$ cat src/rtl/pipelined_carry_adder_pkg.sv
// Shared definitions for the pipelined ripple-carry adder.
// Slice width helper, configuration sanity check and the per-stage record
// layout. The record is a macro so each stage can instantiate it at its own
// slice width.
// Optional build macro used by this slice: PIPELINED_CARRY_ADDER_SUB_EN.

`ifndef PCA_STAGE_REC
`define PCA_STAGE_REC(W) struct packed { logic valid; logic carry; logic [(W)-1:0] psum; }
`endif

package pipelined_carry_adder_pkg;

  localparam int DEFAULT_WIDTH  = 32;
  localparam int DEFAULT_STAGES = 4;

  // Bits rippled by one stage; guards the divide so a bad STAGES value
  // reaches the configuration check instead of failing on a divide by zero.
  function automatic int slice_w(input int width, input int stages);
    return (stages > 0) ? (width / stages) : width;
  endfunction

  // The operand must split into equal, non-empty slices.
  function automatic bit cfg_ok(input int width, input int stages);
    return (stages >= 1) && (stages <= width) && ((width % stages) == 0);
  endfunction

  // Stage record at the default geometry, kept for code that wants a
  // fixed-width view of one pipeline slot.
  typedef `PCA_STAGE_REC(DEFAULT_WIDTH / DEFAULT_STAGES) stage_rec_t;

endpackage

$ cat src/rtl/pipelined_carry_adder_if.sv
// Operand/result bus of the pipelined carry adder with valid/ready on both
// sides. The master drives operands and consumes results; the adder is the
// slave. in_sub exists only when PIPELINED_CARRY_ADDER_SUB_EN is defined.

interface pipelined_carry_adder_if #(
  parameter int WIDTH = 32
);

  logic             in_valid;
  logic             in_ready;
  logic [WIDTH-1:0] in_a;
  logic [WIDTH-1:0] in_b;
  logic             in_cin;
`ifdef PIPELINED_CARRY_ADDER_SUB_EN
  logic             in_sub;
`endif
  logic             out_valid;
  logic             out_ready;
  logic [WIDTH-1:0] out_sum;
  logic             out_cout;
  logic             out_ovf;

  modport master (
`ifdef PIPELINED_CARRY_ADDER_SUB_EN
    output in_sub,
`endif
    output in_valid, in_a, in_b, in_cin, out_ready,
    input  in_ready, out_valid, out_sum, out_cout, out_ovf
  );

  modport slave (
`ifdef PIPELINED_CARRY_ADDER_SUB_EN
    input  in_sub,
`endif
    input  in_valid, in_a, in_b, in_cin, out_ready,
    output in_ready, out_valid, out_sum, out_cout, out_ovf
  );

endinterface

$ cat src/rtl/pipelined_carry_adder_fa_cell.sv
// One-bit full adder (fa_cell): the ripple element chained inside every
// pipeline stage.

module pipelined_carry_adder_fa_cell (
  input  logic a,
  input  logic b,
  input  logic ci,
  output logic s,
  output logic co
);

  logic half;

  // Sum and carry of a single bit position
  always_comb begin
    half = a ^ b;
    s    = half ^ ci;
    co   = (a & b) | (ci & half);
  end

endmodule

$ cat src/rtl/pipelined_carry_adder.sv
// Pipelined ripple-carry adder.
// A WIDTH-bit add is cut into STAGES slices of SLICE bits. Stage k ripples
// slice k using the carry registered by stage k-1, so the critical path is
// one SLICE-bit ripple chain. Upper operand slices are skewed (slice k waits
// k cycles) so they meet their incoming carry; lower sum slices are deskewed
// (slice k waits STAGES-1-k cycles) so the whole sum lands in one cycle.
// A single advance signal moves or freezes the entire pipe.
// Build option: PIPELINED_CARRY_ADDER_SUB_EN adds in_sub (A - B = A + ~B + 1).

module pipelined_carry_adder
  import pipelined_carry_adder_pkg::*;
#(
  parameter int WIDTH  = 32,
  parameter int STAGES = 4
) (
  input logic                   clk,
  input logic                   rst,
  pipelined_carry_adder_if.slave bus
);

  localparam int SLICE = slice_w(WIDTH, STAGES);

  if (!cfg_ok(WIDTH, STAGES)) begin : g_cfg_err
    $error("pipelined_carry_adder: WIDTH must be a multiple of STAGES and STAGES in 1..WIDTH");
  end

  logic              advance;
  logic [WIDTH-1:0]  b_eff;
  logic              cin_eff;
  logic [STAGES-1:0] valid_vec;
  logic [STAGES-1:0] carry_vec;
  logic [WIDTH-1:0]  sum_vec;
  logic              ovf_q;

  // The pipe moves whenever the output slot is empty or being drained;
  // otherwise every register, including the outputs, holds.
  assign advance = !valid_vec[STAGES-1] || bus.out_ready;

`ifdef PIPELINED_CARRY_ADDER_SUB_EN
  // Subtract folds into the adder: invert B and force the carry-in to one.
  assign b_eff   = bus.in_sub ? ~bus.in_b : bus.in_b;
  assign cin_eff = bus.in_sub ? 1'b1 : bus.in_cin;
`else
  assign b_eff   = bus.in_b;
  assign cin_eff = bus.in_cin;
`endif

  for (genvar k = 0; k < STAGES; k++) begin : g_stage
    typedef `PCA_STAGE_REC(SLICE) stage_t;

    stage_t            stage_r;
    logic [SLICE-1:0]  a_op;
    logic [SLICE-1:0]  b_op;
    logic [SLICE-1:0]  s_c;
    logic [SLICE:0]    c_c;
    logic              carry_in;
    logic              valid_in;

    if (k == 0) begin : g_head
      assign a_op     = bus.in_a[0 +: SLICE];
      assign b_op     = b_eff[0 +: SLICE];
      assign carry_in = cin_eff;
      assign valid_in = bus.in_valid;
    end else begin : g_skew
      logic [SLICE-1:0] a_sk [0:k-1];
      logic [SLICE-1:0] b_sk [0:k-1];

      // Delay this slice's operands by k cycles so they reach the ripple
      // chain together with the carry coming out of stage k-1.
      always_ff @(posedge clk) begin
        if (rst) begin
          for (int i = 0; i < k; i++) begin
            a_sk[i] <= '0;
            b_sk[i] <= '0;
          end
        end else if (advance) begin
          a_sk[0] <= bus.in_a[k*SLICE +: SLICE];
          b_sk[0] <= b_eff[k*SLICE +: SLICE];
          for (int i = 1; i < k; i++) begin
            a_sk[i] <= a_sk[i-1];
            b_sk[i] <= b_sk[i-1];
          end
        end
      end

      assign a_op     = a_sk[k-1];
      assign b_op     = b_sk[k-1];
      assign carry_in = carry_vec[k-1];
      assign valid_in = valid_vec[k-1];
    end

    assign c_c[0] = carry_in;

    for (genvar j = 0; j < SLICE; j++) begin : g_bit
      pipelined_carry_adder_fa_cell u_fa_cell (
        .a  (a_op[j]),
        .b  (b_op[j]),
        .ci (c_c[j]),
        .s  (s_c[j]),
        .co (c_c[j+1])
      );
    end

    // Stage register: the slot's valid bit (bubbles travel too), the carry
    // handed to the next slice and this slice's partial sum.
    always_ff @(posedge clk) begin
      if (rst) begin
        stage_r <= '0;
      end else if (advance) begin
        stage_r.valid <= valid_in;
        stage_r.carry <= c_c[SLICE];
        stage_r.psum  <= s_c;
      end
    end

    assign valid_vec[k] = stage_r.valid;
    assign carry_vec[k] = stage_r.carry;

    if (k == STAGES - 1) begin : g_tail
      assign sum_vec[k*SLICE +: SLICE] = stage_r.psum;

      // Signed overflow comes from the carries around the MSB and is
      // registered alongside the last slice so it lines up with out_sum.
      always_ff @(posedge clk) begin
        if (rst) begin
          ovf_q <= 1'b0;
        end else if (advance) begin
          ovf_q <= c_c[SLICE-1] ^ c_c[SLICE];
        end
      end
    end else begin : g_deskew
      logic [SLICE-1:0] ds [0:STAGES-2-k];

      // Hold the finished low slice until the upper slices catch up.
      always_ff @(posedge clk) begin
        if (rst) begin
          for (int i = 0; i <= STAGES-2-k; i++) begin
            ds[i] <= '0;
          end
        end else if (advance) begin
          ds[0] <= stage_r.psum;
          for (int i = 1; i <= STAGES-2-k; i++) begin
            ds[i] <= ds[i-1];
          end
        end
      end

      assign sum_vec[k*SLICE +: SLICE] = ds[STAGES-2-k];
    end
  end

  assign bus.in_ready  = advance;
  assign bus.out_valid = valid_vec[STAGES-1];
  assign bus.out_sum   = sum_vec;
  assign bus.out_cout  = carry_vec[STAGES-1];
  assign bus.out_ovf   = ovf_q;

endmodule

$ cat src/flat_wrapper.sv
// flat-port wrapper written by rule: the top's interface ports become plain ports
module pipelined_carry_adder_flat import pipelined_carry_adder_pkg::*;
#(
  parameter int WIDTH  = 32,
  parameter int STAGES = 4
)
  (clk, rst, bus_in_valid, bus_in_a, bus_in_b, bus_in_cin, bus_out_ready, bus_in_ready, bus_out_valid, bus_out_sum, bus_out_cout, bus_out_ovf);
  pipelined_carry_adder_if #(.WIDTH(WIDTH)) bus_i ();
  input logic clk;
  input logic rst;
  input wire logic [$bits(bus_i.in_valid)-1:0] bus_in_valid;
  input wire logic [$bits(bus_i.in_a)-1:0] bus_in_a;
  input wire logic [$bits(bus_i.in_b)-1:0] bus_in_b;
  input wire logic [$bits(bus_i.in_cin)-1:0] bus_in_cin;
  input wire logic [$bits(bus_i.out_ready)-1:0] bus_out_ready;
  output wire logic [$bits(bus_i.in_ready)-1:0] bus_in_ready;
  output wire logic [$bits(bus_i.out_valid)-1:0] bus_out_valid;
  output wire logic [$bits(bus_i.out_sum)-1:0] bus_out_sum;
  output wire logic [$bits(bus_i.out_cout)-1:0] bus_out_cout;
  output wire logic [$bits(bus_i.out_ovf)-1:0] bus_out_ovf;
  assign bus_i.in_valid = bus_in_valid;
  assign bus_i.in_a = bus_in_a;
  assign bus_i.in_b = bus_in_b;
  assign bus_i.in_cin = bus_in_cin;
  assign bus_i.out_ready = bus_out_ready;
  assign bus_in_ready = bus_i.in_ready;
  assign bus_out_valid = bus_i.out_valid;
  assign bus_out_sum = bus_i.out_sum;
  assign bus_out_cout = bus_i.out_cout;
  assign bus_out_ovf = bus_i.out_ovf;
  pipelined_carry_adder #(.WIDTH(WIDTH), .STAGES(STAGES)) u_core (.clk(clk), .rst(rst), .bus(bus_i));
endmodule
$ cat config.mk
export PLATFORM = sky130hd
export DESIGN_NAME = pipelined_carry_adder_flat
export DESIGN_NICKNAME = d
export VERILOG_FILES = /design/src/rtl/pipelined_carry_adder_pkg.sv /design/src/rtl/pipelined_carry_adder_if.sv /design/src/rtl/pipelined_carry_adder_fa_cell.sv /design/src/rtl/pipelined_carry_adder.sv /design/src/flat_wrapper.sv
export SDC_FILE = /design/constraint.sdc
export NUM_CORES = 1
export LEC_CHECK = 0
export BUFFER_PORTS_ARGS = -buffer_cell sky130_fd_sc_hd__buf_4
export CAP_MARGIN = 20
export CELL_PAD_IN_SITES_DETAIL_PLACEMENT = 0
export CELL_PAD_IN_SITES_GLOBAL_PLACEMENT = 1
export CORE_ASPECT_RATIO = 0.75
export CORE_MARGIN = 2
export CORE_UTILIZATION = 47
export DETAILED_ROUTE_END_ITERATION = 16
export HOLD_SLACK_MARGIN = 0.02
export PLACE_DENSITY = 0.77
export SETUP_SLACK_MARGIN = 0.4
export SYNTH_ARGS = -nofsm -noshare
export SYNTH_HDL_FRONTEND = slang
export SYNTH_SLANG_ARGS = --single-unit
$ cat constraint.sdc
create_clock -name clk -period 5.91 [get_ports clk]
set_input_delay 0.2955 -clock clk [delete_from_list [all_inputs] [get_ports clk]]
set_output_delay 0.2955 -clock clk [all_outputs]
set_load 0.01 [all_outputs]
After elaboration in Yosys (flattened, before gate mapping)

Memory sizes are Yosys's and may differ from the RTL's.
Cells that the tools add are included.

Memories kept: 9
Bits in registers: 41
RAM bits: 144
Input port bits: 69
Output and inout bits: 36
Logic and storage cells: 229

Reductions and logical operators: 5
Mux-type cells: 26
Bitwise logic cells: 176

Memory list:

| name                          | words | width | rd ports | clocked after memory_dff | write ports | line                         | text |
|---|---|---|---|---|---|---|---|
| u_core.g_stage[0].g_deskew.ds | 3     | 8     | 3        | 0                        | 3           | pipelined_carry_adder.sv:132 | `logic [SLICE-1:0] ds [0:STAGES-2-k];` |
| u_core.g_stage[3].g_skew.a_sk | 3     | 8     | 3        | 0                        | 3           | pipelined_carry_adder.sv:65  | `logic [SLICE-1:0] a_sk [0:k-1];` |
| u_core.g_stage[3].g_skew.b_sk | 3     | 8     | 3        | 0                        | 3           | pipelined_carry_adder.sv:66  | `logic [SLICE-1:0] b_sk [0:k-1];` |
| u_core.g_stage[1].g_deskew.ds | 2     | 8     | 2        | 0                        | 2           | pipelined_carry_adder.sv:132 |  |
| u_core.g_stage[2].g_skew.a_sk | 2     | 8     | 2        | 0                        | 2           | pipelined_carry_adder.sv:65  |  |
| u_core.g_stage[2].g_skew.b_sk | 2     | 8     | 2        | 0                        | 2           | pipelined_carry_adder.sv:66  |  |
| 3 more memories               | -     | -     | -        | -                        | -           | -                            |  |

Operator list:

| kind               | count |
|---|---|
| two-way mux 8 bit  | 18 |
| bitwise XOR 1 bit  | 65 |
| AND 1 bit          | 64 |
| bitwise OR 1 bit   | 47 |
| OR reduction 8 bit | 3 |
| two-way mux 1 bit  | 8 |
| zero test 1 bit    | 1 |
| logical OR 1 bit   | 1 |

Depth between registers and ports, before layout

Gate-level depths: netlist of the first run.

Depth in word-level cells: 18
Gate-level depth with buffers: 14
Mapped depth without buffers: 14

Modules after synthesis

From an unflattened synthesis of the first run, not the netlist that was laid out.

Cells, all modules: 532
Area, all modules: 7548.5 um^2

By module, submodules not included:

| module                        | area each (um^2) | seq. area each (um^2) | cells an instance | instances |
|---|---|---|---|---|
| pipelined_carry_adder         | 6907.9           | 5144.9                | 500               | 1 |
| pipelined_carry_adder_fa_cell | 20.0             | 0.0                   | 1                 | 32 |

Least setup slack after synthesis of the first run

No wires, ideal clock.

Path kind: reg-to-reg
Start point: register u_core.g_stage[3].stage_r (netlist bit u_core.bus.out_valid)
End point: memory u_core.g_stage[0].g_deskew.ds[0][0] (netlist name), enable pin
Data arrival time: 4024 ps
Cell stages (with the launch flop): 5
Setup time: 529 ps
Buffers on the path: 2
Slack: 1357 ps
Clock period less this slack: 4553 ps
Required time: 5381 ps
Cells stage by stage: dfxtp_1 nor2b_4 buf_6 buf_2 nand2b_1

RTL lines:

| element            | line                         | text |
|---|---|---|
| start: declaration | pipelined_carry_adder.sv:51  | `stage_t stage_r;` |
| end: declaration   | pipelined_carry_adder.sv:132 |  |

==> results.yml, run 1 <==
critical_path:
  crit_arrival_ns: 4.21
  critical_path_buf_inv_count: 3
  slowest_stage: "fa_1"
  crit_required_ns: 6.26
  start_kind: "flip-flop"
  max_stage_delay_ns: 0.44
  endpoint_kind: "flip-flop"
  cp_top_family: "adder cells"
  crit_fanout: 2
  path_common_cell: "fa_1"
  critical_path_class: "reg -> reg"
  cp_cell_sequence: "fa_1, fa_1, fa_1, fa_1, fa_1, inv_1, fa_1, inv_1, fa_1, inv_1, fa_1, a211oi_1"
power_and_ir_drop:
  leakage_nw: 3.80
  vdd_drop_max_v: 0.000182
  p_per_area_mw_per_mm2: 303
sta:
  max_slew_margin_pct: 33.8
  rsz0062_at_grt: "false"
  max_freq_ghz: 0.259
  tightest_slew_ns: 0.991
  hold_viol: 0
  setup_tns_ns: 0
  setup_viol: 0
  fin_crit_ns: 3.87
  period_share_pct: 65.4
  hold_ws_ns: 0.138
  fin_skew_ns: 0.0145
  drv_slew: 0
synth:
  syn_area_per_cell_um2: 13.9
  ys_types: 19
  ys_ff_latch: 185
  synthCells: 549
  yosysSeqAreaShare_pct: 67.3
  synthTopCellsByArea: "edfxtp_1 57%, and2_1 12%, dfxtp_1 11%"
  synth_area_leader_cell: "edfxtp_1"
  yosys.area.top_type_share_pct: 56.5
  syn_area_mm2: 0.00765
  ys_warn_count: 0
  syn_nets: 650
grt:
  grt_max_degree: 90
  grt_pass1_wl_um: 18200
  grt.overflow.total: 0
  grt_pass1_vias: 3735
  antenna_found_initial: 0
  grt.total_usage_pct: 13.9
drt:
  via_per_inst: 4.56
  wl_per_cell_um: 13.1
  drtIter0Drc: 241
  route.antenna.remaining_nets: 0
  routed_wl_um: 11200
  dr.pass1.iters: 4
  dr_total_vias: 3883
  post-route-drc-count: 0
layout:
  area_growth_pct: 17.0
  fillers: 1298
  final_cell_mix: "144 x and2_1, 144 x edfxtp_1, 106 x buf_4"
  multi_input_area_mm2: 0.00210
  drive_gt1_share_pct: 21.3
  final_cell_count_no_fill: 852
  diodes: 0
  register_area_mm2: 0.00514
  nets: 730
  post-route-util_pct: 56.0
cts:
  cts_resized: 0
  cts_buffers: 17
  cts_tree: "yes"
  clkSlewWorstSetupHoldPaths_ns: 0.07
  cts_htree_levels: 4
  holdBufCountCts: 0
  numClockSinks: 185
  cts_root_buf: "clkbuf_16"
  clock_path_buffers: 2
  post_cts_buffers: 0
  clock_latency_ns: 0.43
die:
  fp-row-count: 40
  start_util_pct: 47.9
  num_io_pins: 105
  die_width_um: 151
  chipHeight_um: 114
  die-area_mm2: 0.0173
  coreArea_mm2: 0.0160
run:
  maxCapViolCount: 0
place:
  gp_congestion: 0.727
  dp_cells: 820
  port-buffer-count: 104
  dp_hpwl_um: 7150
min_path:
  hp-class: "in -> reg"
outcome:
  status: "completed"
==> Yosys cell counts (all sizes together) <==
master,count
clkbuf,12
edfxtp,144
nand2b,1
nor2,15
nand2,56
inv,29
fa,32
buf,33
nor2b,1
and2,144
a21oi,28
dfxtp,41
a211oi,12
xnor2,1
==> per-layer routing <==
metal	vias up	wire length [um]	track usage (%)
met5	-	0	0
met4	0	157	4.86
met3	14	532	5.06
met2	74	5280	21.2
met1	1841	5190	18.6
li1	1954	-	-
==> tightest hold or removal path: stages <==
cell     delay (ns)
buf_4          0.11
nand2_1        0.05
a21oi_1        0.06
==> power breakdown <==
group	switching, mW	total [mW]	internal, mW
Sequential	0.0266	1.50	1.48
Combinational	0.0806	0.175	0.0944
Clock	0.458	1.03	0.574
Total	0.565	2.71	2.15
==> final cells by class <==
type	instances	share of cell area, %
Sequential cell	185	57.5
Multi-Input combinational cell	290	23.4
Timing Repair Buffer	106	8.89
Clock buffer	19	4.84
Tap cell	210	2.94
Inverter	29	1.24
Clock inverter	13	1.16
==> final timing paths <==
check,start,depth (start not counted),slack [ns],endpoint
worst max-delay path,u_core.g_stage[3].g_skew.a_sk[0][16],12,2.04,u_core.bus.out_sum[31]
worst max register to register,u_core.g_stage[3].g_skew.a_sk[0][16],12,2.04,u_core.bus.out_sum[31]
worst min register to register,u_core.g_stage[0].stage_r[6],2,0.44,u_core.g_stage[0].stage_r[6]
worst min-delay path,bus_in_valid,3,0.14,u_core.g_stage[1].valid_in
==> kinds of logic after synthesis <==
| logic type | count (synthesis) | synth area share, % |
|---|---|---|
| and+or+nand+nor | 217 | 15.7 |
| DFF | 185 | 67.3 |
| buffers and inverters | 74 | 5.42 |
| AOI/OAI and AO/OA | 40 | 3.08 |
| adders and majority gates | 32 | 8.38 |
| xor gates and xnor gates | 1 | 0.115 |
==> registers in the layout, summed over array words and instances (netlist names) <==
name / count
u_core.bus.out_ovf: 1
u_core.g_stage.stage_r: 24
u_core.g_stage.carry_in: 3
u_core.g_stage.g_skew.b_sk: 48
u_core.g_stage.g_deskew.ds: 48
u_core.bus.out_valid: 1
u_core.g_stage.valid_in: 3
u_core.bus.out_cout: 1
u_core.g_stage.g_skew.a_sk: 48
u_core.bus.out_sum: 8
==> per-stage QoR <==
step / instance area [um^2] / setup slack, ns / power (mW)
after floorplan: 7650 / 1.36 / 1.64
after global placement: 8410 / 2.15 / 1.71
after detailed placement: 8410 / 2.05 / 1.71
after CTS: 8950 / 1.99 / 2.74
after global routing: 8950 / 1.89 / 2.83
final: 8950 / 2.04 / 2.71
Note: power is estimated with default switching activity, not from simulation.
==> run 2: changes to the inputs <==
CORE_UTILIZATION = 42   (was 47)
PLACE_DENSITY = 0.73   (was 0.77)
clock period = 3.45 ns   (was 5.91 ns; I/O delays follow)
==> run 2 against run 1 <==
  * The run now ends with negative setup slack left
  * Clock skew is 0.0050 ns lower
  * Non-clock buffer count is 43 higher
  * Sequential share of layout area is 3.8 points lower
  * First-iteration DRC count is 0.83% lower
  * Cell count is 8.8% higher
  * Setup slack worse by 2.1 ns
  * Highest routed layer unchanged
==> results.yml, run 2 (synthesis gave the netlist of run 1 again) <==
outcome:
  status: "finished, violations left"
  violations: "negative setup slack"
sta:
  hold_viol: 0
  max_freq_ghz: 0.285
  setup_ws_ns: -0.0633
  setup_viol: 3
  fin_crit_ns: 3.51
  rsz0062_at_grt: "true"
  drv_slew: 0
  period_share_pct: 102
  setup_tns_ns: -0.120
  max_slew_margin_pct: 60.1
  hold_ws_ns: 0.0369
  tightest_slew_ns: 0.598
  fin_skew_ns: 0.00951
power_and_ir_drop:
  leakage_nw: 4.01
  power_mw: 4.89
  p_per_area_mw_per_mm2: 511
  vdd_drop_max_v: 0.000302
drt:
  route.antenna.remaining_nets: 0
  dr_total_vias: 4143
  drtIter0Drc: 239
  dr.pass1.iters: 4
  via_per_inst: 4.47
  routed_wl_um: 12900
  wl_per_cell_um: 13.9
  post-route-drc-count: 0
critical_path:
  reg2reg_from: "u_core.g_stage[3].g_skew.b_sk[0][16]"
  cp_cell_sequence: "fa_2, fa_2, fa_2, fa_2, fa_2, inv_2, fa_1, inv_1, fa_2, inv_2, fa_2, a211oi_2"
  ff2ff_path_depth: 12
  slowest_stage: "fa_2"
  max_stage_delay_ns: 0.43
  crit_arrival_ns: 3.86
  r2r_end: "u_core.bus.out_sum[31]"
  reg2reg_setup_slack_ns: -0.06
  critical_path_class: "reg -> reg"
  path_common_cell: "fa_2"
  crit_required_ns: 3.80
  crit_fanout: 2
  start_kind: "flip-flop"
  endpoint_kind: "flip-flop"
cts:
  post_cts_buffers: 0
  clkSlewWorstSetupHoldPaths_ns: 0.07
  cts_root_buf: "clkbuf_16"
  cts_tree: "yes"
  cts_htree_levels: 4
  clock_path_buffers: 2
  numClockSinks: 185
  cts_buffers: 17
  clock_latency_ns: 0.43
layout:
  post-route-util_pct: 53.9
  final_cell_mix: "144 x and2_1, 144 x edfxtp_1, 109 x buf_4"
  drive_gt1_share_pct: 26.9
  nets: 773
  area_growth_pct: 25.3
  reg.largest.list: "u_core.g_stage.g_deskew.ds: 48 flops, u_core.g_stage.g_skew.a_sk: 48 flops, u_core.g_stage.g_skew.b_sk: 48 flops"
  design_area_mm2: 0.00958
  final_cell_count_no_fill: 927
  diodes: 0
place:
  dp_hpwl_um: 8030
  gp_congestion: 0.748
  preCtsSetupSlack_ns: -0.0776
  placed_cell_area_mm2: 0.00857
  port-buffer-count: 104
  dp_cells: 857
grt:
  grt_pass1_vias: 4256
  grt_pass1_wl_um: 21400
  grt_max_degree: 61
  grt.total_usage_pct: 14.5
  grt.overflow.total: 0
  antenna_found_initial: 0
die:
  fp-row-count: 42
  die-area_mm2: 0.0193
  die_width_um: 160
  chipHeight_um: 121
  start_util_pct: 43.1
  coreArea_mm2: 0.0178
  num_io_pins: 105
run:
  maxCapViolCount: 0
min_path:
  hold_end: "u_core.g_stage[1].g_skew.a_sk[0][3]"
  hp-class: "in -> reg"
  hold_path_depth: 2
  min-delay-start: "bus_in_a[11]"
==> run 2: changes by cell type in the layout (fill, tap and decap cells not counted), moves of 3 or more <==
cell | previous run | this run
a211oi_2 | 1 | 4
fa_2 | 0 | 26
fa_1 | 32 | 6
clkinv_1 | 4 | 0
inv_1 | 28 | 21
inv_2 | 0 | 7
dlygate4sd3_1 | 0 | 38
buf_4 | 106 | 109
inv_6 | 1 | 5
a211oi_1 | 11 | 8
==> run 2: timing repair <==
action / CTS / global route
gates resized for setup: 5 / 5
pin swaps: 2 / 0
endpoints found under the hold margin: 37 / 1
hold buffers: 37 / 1
endpoints found under the setup margin: 10 / 11
==> run 2: worst max-delay path: cells and delay by family, from the launching register on <==
| family | cells | cell delay (ns) |
|---|---|---|
| adder cells (fa/ha/maj) | 8 | 2.70 |
| flip-flops | 1 | 0.40 |
| AO/OA/AOI/OAI | 1 | 0.17 |
| buffers and inverters | 3 | 0.17 |
==> run 2: power by group <==
| part | internal (mW) | switching (mW) | total [mW] |
|---|---|---|---|
| Clock | 1.10 | 0.859 | 1.96 |
| Sequential | 2.53 | 0.0505 | 2.58 |
| Combinational | 0.198 | 0.152 | 0.350 |
| Total | 3.83 | 1.06 | 4.89 |
==> run 2: per-layer routing <==
metal	global-route usage, %	part of all wire [%]	vias up
met1	19.1	47	2003
met5	0	0	-
met2	22.9	47	85
li1	-	-	2044
met3	4.78	4.5	11
met4	4.84	1.5	0
==> run 2: how the worst max path moves through the flow <==
stage	startpoint	end	depth (start not counted)
2_1_floorplan	u_core.g_stage[3].g_skew.b_sk[0][16]	u_core.bus.out_sum[31]	12
3_3_place_gp	u_core.g_stage[3].g_skew.b_sk[0][16]	u_core.bus.out_sum[31]	12
3_5_place_dp	u_core.g_stage[3].g_skew.b_sk[0][16]	u_core.bus.out_sum[31]	12
4_1_cts	u_core.g_stage[3].g_skew.b_sk[0][16]	u_core.bus.out_sum[31]	12
5_1_grt	u_core.g_stage[3].g_skew.b_sk[0][16]	u_core.bus.out_sum[31]	12
6_report	u_core.g_stage[3].g_skew.b_sk[0][16]	u_core.bus.out_sum[31]	12
==> run 2: cell type report <==
type | instances | area, um^2
fillers | 1527 | 8180
repair buffers | 149 | 1240
inverters | 29 | 111
multi-input cells | 290 | 2180
clock inverters | 12 | 129
flip-flops and latches | 185 | 5140
well taps | 242 | 303
clock buffers | 20 | 478
==> run 3: changes to the inputs <==
CELL_PAD_IN_SITES_DETAIL_PLACEMENT = not set   (was 0)
CELL_PAD_IN_SITES_GLOBAL_PLACEMENT = not set   (was 1)
CORE_UTILIZATION = 52   (was 42)
PLACE_DENSITY = 0.74   (was 0.73)
==> run 3 against run 2 <==
  * Clock-buffer cell count increased by 1
  * Die area down 19%
  * The run still ends with negative setup slack left
  * Wire length grew 3.0%
  * Register-to-register slack got worse by 0.02 ns
  * Via count rose by 0.36%
  * Maximum frequency decreased by 0.62%
==> results.yml, run 3 (synthesis gave the netlist of run 1 again) <==
place:
  dp_hpwl_um: 8250
  port-buffer-count: 104
  dp_cells: 814
  preCtsSetupSlack_ns: -0.112
  placed_cell_area_mm2: 0.00851
  gp_congestion: 0.750
drt:
  routed_wl_um: 13300
  post-route-drc-count: 0
  route.antenna.remaining_nets: 0
  dr.pass1.iters: 4
  via_per_inst: 4.71
  wl_per_cell_um: 15.1
  drtIter0Drc: 285
  dr_total_vias: 4158
cts:
  clock_latency_ns: 0.43
  cts_buffers: 17
  cts_tree: "yes"
  numClockSinks: 185
  cts_root_buf: "clkbuf_16"
  cts_htree_levels: 4
  clkSlewWorstSetupHoldPaths_ns: 0.07
  clock_path_buffers: 2
  post_cts_buffers: 0
grt:
  grt.total_usage_pct: 18.3
  grt_pass1_vias: 4259
  grt_max_degree: 82
  grt.overflow.total: 0
  grt_pass1_wl_um: 21100
  antenna_found_initial: 0
power_and_ir_drop:
  power_mw: 4.77
  leakage_nw: 3.97
  p_per_area_mw_per_mm2: 505
  vdd_drop_max_v: 0.000390
sta:
  max_freq_ghz: 0.283
  rsz0062_at_grt: "true"
  hold_viol: 0
  fin_skew_ns: 0.00892
  tightest_slew_ns: 0.644
  fin_crit_ns: 3.54
  period_share_pct: 102
  setup_viol: 3
  setup_ws_ns: -0.0853
  drv_slew: 0
  max_slew_margin_pct: 57.1
die:
  num_io_pins: 105
  chipHeight_um: 109
  coreArea_mm2: 0.0144
  die_width_um: 144
  start_util_pct: 53.1
  fp-row-count: 38
  die-area_mm2: 0.0157
min_path:
  hp-class: "in -> reg"
  min-delay-start: "bus_in_b[16]"
critical_path:
  crit_required_ns: 3.79
  cp_cell_sequence: "inv_2, fa_1, inv_1, fa_2, fa_2, fa_2, fa_2, fa_2, fa_2, inv_2, fa_2, a211oi_2"
  max_stage_delay_ns: 0.43
  cp_top_family: "adder cells"
  startpoint: "u_core.g_stage[1].g_skew.a_sk[0][0]"
  critical_path_buf_inv_count: 3
  slowest_stage: "fa_2"
  path_common_cell: "fa_2"
  crit_arrival_ns: 3.88
  start_kind: "flip-flop"
  endpoint_kind: "flip-flop"
  reg2reg_from: "u_core.g_stage[1].g_skew.a_sk[0][0]"
  crit_fanout: 1
  critical_path_class: "reg -> reg"
outcome:
  violations: "negative setup slack"
  status: "finished, violations left"
layout:
  final_cell_count_no_fill: 883
  nets: 771
  design_area_mm2: 0.00946
  diodes: 0
  area_growth_pct: 23.7
  final_cell_mix: "144 x and2_1, 144 x edfxtp_1, 108 x buf_4"
  reg.largest.list: "u_core.g_stage.g_deskew.ds: 48 flops, u_core.g_stage.g_skew.a_sk: 48 flops, u_core.g_stage.g_skew.b_sk: 48 flops"
  drive_gt1_share_pct: 25.9
  post-route-util_pct: 65.7
run:
  maxCapViolCount: 0
[run 3: worst register-to-register path: stages, from the launching register on]
cell	delay, ns
edfxtp_1	0.38
inv_2	0.07
fa_1	0.16
inv_1	0.05
fa_2	0.34
fa_2	0.37
fa_2	0.35
fa_2	0.36
fa_2	0.35
fa_2	0.35
inv_2	0.07
fa_2	0.43
a211oi_2	0.18
[run 3: worst paths after layout]
kind / endpoint / slack, ns / cells after the start
hold / removal: u_core.g_stage[2].g_skew.b_sk[0][0] / 0.03 / 2
setup reg to reg: u_core.g_stage[1].stage_r[7] / -0.09 / 12
setup / recovery: u_core.g_stage[1].stage_r[7] / -0.09 / 12
hold reg to reg: u_core.g_stage[0].stage_r[6] / 0.45 / 2
[run 3: power breakdown]
group / switching [mW] / leakage (nW) / internal [mW]
combinational: 0.158 / 1.66 / 0.201
sequential: 0.0525 / 2.05 / 2.53
clock: 0.776 / 0.263 / 1.05
total: 0.987 / 3.97 / 3.79
[run 3: routing by layer]
layer / share of wire (%) / track usage (%)
met1: 44 / 23.0
met2: 50 / 30.2
met3: 4.4 / 4.74
met4: 1.6 / 8.12
met5: 0 / 0
[run 3: area by class of cell]
type                    instances  area [um^2]
clock buffers                  21          440
well taps                     200          250
repair buffers                147         1220
flip-flops and latches        185         5140
inverters                      29          111
multi-input cells             290         2180
fillers                      1023         4950
clock inverters                11          106
[run 3: stage by stage]
step | setup TNS, ns | hold slack [ns]
2_1_floorplan | 0 | 0.313
3_3_place_gp | -0.00159 | 0.434
3_5_place_dp | -0.384 | 0.444
4_1_cts | -0.292 | 0.0204
5_1_grt | -0.593 | 0.0233
6_report | -0.214 | 0.0316
[run 3: timing repair]
item / CTS / global route
cloned: 0 / 0
endpoints found under the hold margin: 37 / 0
setup endpoints to repair: 10 / 11
resized for setup: 8 / 3
hold buffers: 37 / 0
pin swaps: 2 / 0
